## src/rtl/fetch_queue.sv

```systemverilog
// fetch_queue: PC holder, single-outstanding instruction-memory requester and
// prefetch FIFO feeding decode over valid/ready.
// Optional build macro: FETCH_MISALIGN_TRAP_EN adds a sticky 'misaligned'
// output and forces redirect targets onto a PC_STEP boundary.
//
// state  | meaning
// S_IDLE | no request outstanding; may issue when FIFO has space
// S_WAIT | one request outstanding; next response completes it
module fetch_queue #(
  parameter int ADDRESS_BITS = 16,
  parameter int DATA_WIDTH   = 32,
  parameter int FIFO_DEPTH   = 4,
  parameter int PC_STEP      = 4,
  parameter logic [ADDRESS_BITS-1:0] RESET_PC = '0
) (
  input  logic                            clock,
  input  logic                            reset,
  input  logic                            next_PC_select,
  input  logic [ADDRESS_BITS-1:0]         target_PC,
  output logic                            imem_req_valid,
  input  logic                            imem_req_ready,
  output logic [ADDRESS_BITS-1:0]         imem_req_addr,
  input  logic                            imem_resp_valid,
  input  logic [DATA_WIDTH-1:0]           imem_resp_data,
  output logic                            inst_valid,
  input  logic                            inst_ready,
  output logic [DATA_WIDTH-1:0]           inst_data,
  output logic [ADDRESS_BITS-1:0]         inst_PC,
  output logic [ADDRESS_BITS-1:0]         PC,
`ifdef FETCH_MISALIGN_TRAP_EN
  output logic                            misaligned,
`endif
  output logic [$clog2(FIFO_DEPTH):0]     fifo_count
);

  localparam int PTR_W = $clog2(FIFO_DEPTH);
  localparam int CNT_W = PTR_W + 1;
  localparam logic [ADDRESS_BITS-1:0] STEP = ADDRESS_BITS'(PC_STEP);

  typedef enum logic {
    S_IDLE = 1'b0,
    S_WAIT = 1'b1
  } state_t;

  state_t                  r_state;
  state_t                  w_state_nxt;
  logic                    r_discard;
  logic                    w_discard_nxt;
  logic                    w_req_valid;
  logic                    w_req_fire;
  logic                    w_push;
  logic                    w_pop;
  logic                    w_full;
  logic [ADDRESS_BITS-1:0] r_pc;
  logic [ADDRESS_BITS-1:0] r_cap;
  logic [ADDRESS_BITS-1:0] w_target;
  logic [PTR_W-1:0]        r_wr_ptr;
  logic [PTR_W-1:0]        r_rd_ptr;
  logic [CNT_W-1:0]        r_count;
  logic [DATA_WIDTH-1:0]   r_mem_data [FIFO_DEPTH];
  logic [ADDRESS_BITS-1:0] r_mem_pc   [FIFO_DEPTH];

`ifdef FETCH_MISALIGN_TRAP_EN
  localparam logic [ADDRESS_BITS-1:0] STEP_MASK = ADDRESS_BITS'(PC_STEP - 1);
  logic r_misaligned;

  assign w_target   = target_PC & ~STEP_MASK;
  assign misaligned = r_misaligned;

  // Sticky trap flag: any redirect to an unaligned target sets it until reset.
  always_ff @(posedge clock or negedge reset) begin
    if (!reset) begin
      r_misaligned <= 1'b0;
    end else if (next_PC_select && ((target_PC & STEP_MASK) != '0)) begin
      r_misaligned <= 1'b1;
    end
  end
`else
  assign w_target = target_PC;
`endif

  assign w_full     = (r_count == CNT_W'(FIFO_DEPTH));
  assign w_req_fire = w_req_valid & imem_req_ready;
  assign w_pop      = (r_count != '0) & inst_ready;

  // FSM state and discard flag registers.
  always_ff @(posedge clock or negedge reset) begin
    if (!reset) begin
      r_state   <= S_IDLE;
      r_discard <= 1'b0;
    end else begin
      r_state   <= w_state_nxt;
      r_discard <= w_discard_nxt;
    end
  end

  // Next state, request valid and response acceptance. Request valid is gated
  // by reset so nothing is offered while reset is held.
  always_comb begin
    w_state_nxt   = r_state;
    w_discard_nxt = r_discard;
    w_req_valid   = 1'b0;
    w_push        = 1'b0;
    case (r_state)
      S_IDLE: begin
        w_req_valid = reset & ~w_full & ~next_PC_select;
        if (w_req_valid && imem_req_ready) begin
          w_state_nxt = S_WAIT;
        end
      end
      S_WAIT: begin
        if (imem_resp_valid) begin
          w_push        = ~r_discard & ~next_PC_select;
          w_discard_nxt = 1'b0;
          w_state_nxt   = S_IDLE;
        end else if (next_PC_select) begin
          w_discard_nxt = 1'b1;
        end
      end
      default: begin
        w_state_nxt   = S_IDLE;
        w_discard_nxt = 1'b0;
      end
    endcase
  end

  // PC update: redirect wins over sequential advance; capture issued address.
  always_ff @(posedge clock or negedge reset) begin
    if (!reset) begin
      r_pc  <= RESET_PC;
      r_cap <= '0;
    end else if (next_PC_select) begin
      r_pc <= w_target;
    end else if (w_req_fire) begin
      r_pc  <= r_pc + STEP;
      r_cap <= r_pc;
    end
  end

  // FIFO pointers and occupancy; a redirect empties the queue.
  always_ff @(posedge clock or negedge reset) begin
    if (!reset) begin
      r_wr_ptr <= '0;
      r_rd_ptr <= '0;
      r_count  <= '0;
    end else if (next_PC_select) begin
      r_wr_ptr <= '0;
      r_rd_ptr <= '0;
      r_count  <= '0;
    end else begin
      if (w_push) r_wr_ptr <= r_wr_ptr + PTR_W'(1);
      if (w_pop)  r_rd_ptr <= r_rd_ptr + PTR_W'(1);
      r_count <= r_count + CNT_W'(w_push) - CNT_W'(w_pop);
    end
  end

  // FIFO storage; contents need no reset since occupancy gates visibility.
  always_ff @(posedge clock) begin
    if (w_push) begin
      r_mem_data[r_wr_ptr] <= imem_resp_data;
      r_mem_pc[r_wr_ptr]   <= r_cap;
    end
  end

  assign imem_req_valid = w_req_valid;
  assign imem_req_addr  = r_pc;
  assign PC             = r_pc;
  assign inst_valid     = (r_count != '0);
  assign inst_data      = r_mem_data[r_rd_ptr];
  assign inst_PC        = r_mem_pc[r_rd_ptr];
  assign fifo_count     = r_count;

endmodule
```

## config.mk

```make
export PLATFORM = sky130hd
export DESIGN_NAME = fetch_queue
export DESIGN_NICKNAME = d
export VERILOG_FILES = /design/src/rtl/fetch_queue.sv
export SDC_FILE = /design/constraint.sdc
export NUM_CORES = 1
export LEC_CHECK = 0
export CORE_MARGIN = 2
export CORE_UTILIZATION = 48
export CTS_CLUSTER_DIAMETER = 120
export CTS_CLUSTER_SIZE = 24
export DETAILED_ROUTE_END_ITERATION = 10
export PLACE_DENSITY = 0.75
export SYNTH_ARGS = -nofsm -noshare
export SYNTH_HDL_FRONTEND = slang
export SYNTH_SLANG_ARGS = --single-unit
```

## constraint.sdc

```tcl
create_clock -name clock -period 2.22 [get_ports clock]
set_clock_uncertainty 0.1 [all_clocks]
set_input_delay 0.555 -clock clock [delete_from_list [all_inputs] [get_ports clock]]
set_output_delay 0.555 -clock clock [all_outputs]
set_load 0.05 [all_outputs]
```

==> run metrics <==
largest area contributor in the netlist sky130_fd_sc_hd__edfxtp_1; Worst setup SP type flop; Cells after DPL 847; Cell Area, Synth 9090 um2; number of buffers on the longest clock path 3; Setup TNS Final -15830 ps; tightest slew margin relative to the limit 67.25%; final count of hold timing violations 0; count of final setup violators 48; fraction of layout cells with a size suffix above 1 32.92%; total clock buffers created by CTS 13; DR WL/cell 20.02 um; ANT cells 0; number of synthesized flops with an enable pin 192; required time reported for the critical path endpoint 1560 ps; PortBufs 138; combinational cell fraction of total power 36.0%; DP Wirelength 11.14 mm; total of warnings raised by yosys 0; most common cell after layout, fill and taps aside sky130_fd_sc_hd__edfxtp_1; gr usage total 17.11%; vertical die dimension 141.6 um; proportion of power drawn by the clock network 19.4%; sort of element at the end of the critical path output port; post-synthesis cell type count 47; startpoint-to-endpoint class of the critical path reg2out; placed inst area 10760 um2; result of the run finished, violations left; Highest Clock Rate 387.8 MHz; share of synthesized flip-flops with an asynchronous set or reset 17.60%; compound-cell area share of the yosys netlist 3.070%; Die X 141.6 um; antenna violations before repair 0; total via count after detailed routing 4876; data arrival time of the critical path 1920 ps; total wirelength of the detailed-routed design 17.64 mm; 1st-iter DRT viols 278; pwr dens 1058 nW/um2; switching power 4.043 mW; routability congestion estimate from global placement 0.8344; Root Buffer Master sky130_fd_sc_hd__clkbuf_16; worst-margin pin slew 493.3 ps; vias in the first global route 5112; Vias/cell 5.535; overall power consumption 12.16 mW; type of the tightest min-delay check in2async; clock latency reported for the late side of the worst-skew pair 460 ps; Layout Cells excl Fill 881; io pins 139; switching fraction of total power 33.25%; post-layout instance area 11500 um2; Cell Int Power 8.117 mW; count of nets after finishing 703; final worst-path setup slack -358.5 ps; share of synthesized cell area in full adder, half adder and majority cells 1.184%; Synth Instances 478; Core ar. 18640 um2; flip-flop cell with the highest count after synthesis sky130_fd_sc_hd__edfxtp_1; shortest clock period the worst path allows after layout 2578 ps; num rows 50; maximum fanout count along the critical path 9; number of detailed-route iterations in the first pass 4; top cells by area in the synthesized netlist sky130_fd_sc_hd__edfxtp_1, sky130_fd_sc_hd__mux4_2, sky130_fd_sc_hd__dfrtp_1; sequential share of power 44.6%; total of flip-flops plus latches after synthesis 233; worst vdd ir 0.001045 V; global-route wire length before repair 26.84 mm; max cap viols 0; maximum number of pins on one net before global-route repair 42; average instance area after synthesis 19.02 um2; TritonCTS clock tree yes; simple-gate portion of the synthesized area 5.299%; parity-gate share of the synthesized area counting xor and xnor cells 0.5781%; total nets after synthesis 540; total congestion overflow after global routing 0; mux cell area share after synthesis 12.25%; portion of the post-synthesis area used by sequential elements 74.71%; clock transition time at the flip-flop clock pins of the worst setup and hold paths 90 ps; part of the cycle the worst path needs 116.1%; fraction of synthesized cell area taken by the top area cell type 63.43%; main combinational cell family by area after synthesis multiplexers; final antenna-violating net count 0; Die Area 20050 um2; area added between synthesis and finish 26.47%; H-tree levels 1; Leak Pwr 4.096 nW; Register-to-Register Path Depth 9; max-slew violation count 0; unrepaired setup endpoints after global routing yes; failing checks negative setup slack; dpl ws -479.9 ps; number of clock sinks 233; number of DRC violations after detailed routing 0; initial core utilization 48.76%; highest-count cells in the layout ignoring fill and taps sky130_fd_sc_hd__edfxtp_1, sky130_fd_sc_hd__buf_4, sky130_fd_sc_hd__clkdlybuf4s50_1, sky130_fd_sc_hd__buf_6, sky130_fd_sc_hd__mux4_2
Yosys cell counts, drive strengths merged (2+ instances only):
| cell type | count |
|---|---|
| nor2 | 13 |
| nor3 | 5 |
| mux2 | 2 |
| inv | 11 |
| xor2 | 2 |
| a21bo | 2 |
| o31ai | 3 |
| clkbuf | 4 |
| a21o | 3 |
| nor4 | 6 |
| buf | 32 |
| mux4 | 48 |
| nor3b | 2 |
| nand3 | 5 |
| xnor2 | 4 |
| nand2 | 47 |
| edfxtp | 192 |
| a21oi | 2 |
| a221o | 6 |
| dfrtp | 41 |
| a32oi | 3 |
| nand4 | 3 |
| o21ai | 17 |
| ha | 7 |
| and2 | 4 |
| or2 | 2 |
area by class of cell:
cell class | count | area, um2
Tap cell | 234 | 292.8
Timing Repair Buffer | 184 | 1938
Clock inverter | 1 | 8.758
Multi-Input combinational cell | 198 | 2064
Inverter | 11 | 41.29
Clock buffer | 20 | 351.6
Fill cell | 1331 | 7147
Sequential cell | 233 | 6799
metrics by stage:
step / hold WS [ps] / util [%]
after detailed placement: 410.9 / 57.73
after CTS: 62.58 / 60.68
final: 66.81 / 61.66
after global routing: 101.5 / 61.66
after global placement: 389.3 / 57.73
after floorplan: 159.4 / -
registers in the layout (all words and copies together) (netlist names):
signal,cells
r_discard,1
r_wr_ptr,2
r_rd_ptr,2
r_state,1
r_mem_pc,64
PC,16
r_cap,16
r_mem_data,128
fifo_count,3
cell families after synthesis:
kind of cell               Yosys count
DFF                                233
and+or+nand+nor                     93
muxes                               51
buffers and inverters               47
AOI/OAI and AO/OA                   40
adders and majority gates            8
xor gates and xnor gates             6
power groups by stage:
stage | logic [mW] | registers, mW | clock network [mW]
floorplan | 2.51 | 5.64 | 0
global placement | 3.76 | 5.52 | 0
detailed placement | 3.80 | 5.55 | 0
CTS | 4.05 | 5.45 | 2.44
global route | 4.59 | 5.48 | 2.60
finish | 4.38 | 5.43 | 2.36
final timing paths:
| kind | startpoint | endpoint | slack [ps] |
|---|---|---|---|
| max in group asynchronous | reset | r_rd_ptr[0] | 1280 |
| setup reg to reg | fifo_count[1] | fifo_count[2] | 80 |
| hold reg to reg | r_cap[5] | r_mem_pc[2][5] | 430 |
| min in group clock | imem_resp_valid | r_discard | 320 |
| hold / removal | reset | PC[10] | 70 |
| setup / recovery | r_rd_ptr[0] | inst_data[4] | -360 |
worst max-delay path, cell delays in order (launching register included):
cell and delay, ps:
sky130_fd_sc_hd__dfrtp_4 440, sky130_fd_sc_hd__buf_12 150, sky130_fd_sc_hd__buf_12 150, sky130_fd_sc_hd__mux4_2 540, sky130_fd_sc_hd__buf_6 180
timing repair:
| action | 4_1_cts | 5_1_grt |
|---|---|---|
| endpoints found under the setup margin | 54 | 52 |
| hold endpoints to repair | 14 | 0 |
| resized for setup | 45 | 20 |
| setup buffers | 4 | 5 |
| cloned | 0 | 3 |
| pin swaps | 4 | 5 |
| hold buffers | 1 | 0 |
per-layer routing:
metal,up-vias,GRT usage [%],wire [um]
li1,2198,-,-
met1,2485,23.81,7530
met2,180,29.28,8852
met3,13,2.801,1081
met4,0,3.158,176
met5,-,0,0
Note: power is estimated with default switching activity, not from simulation.
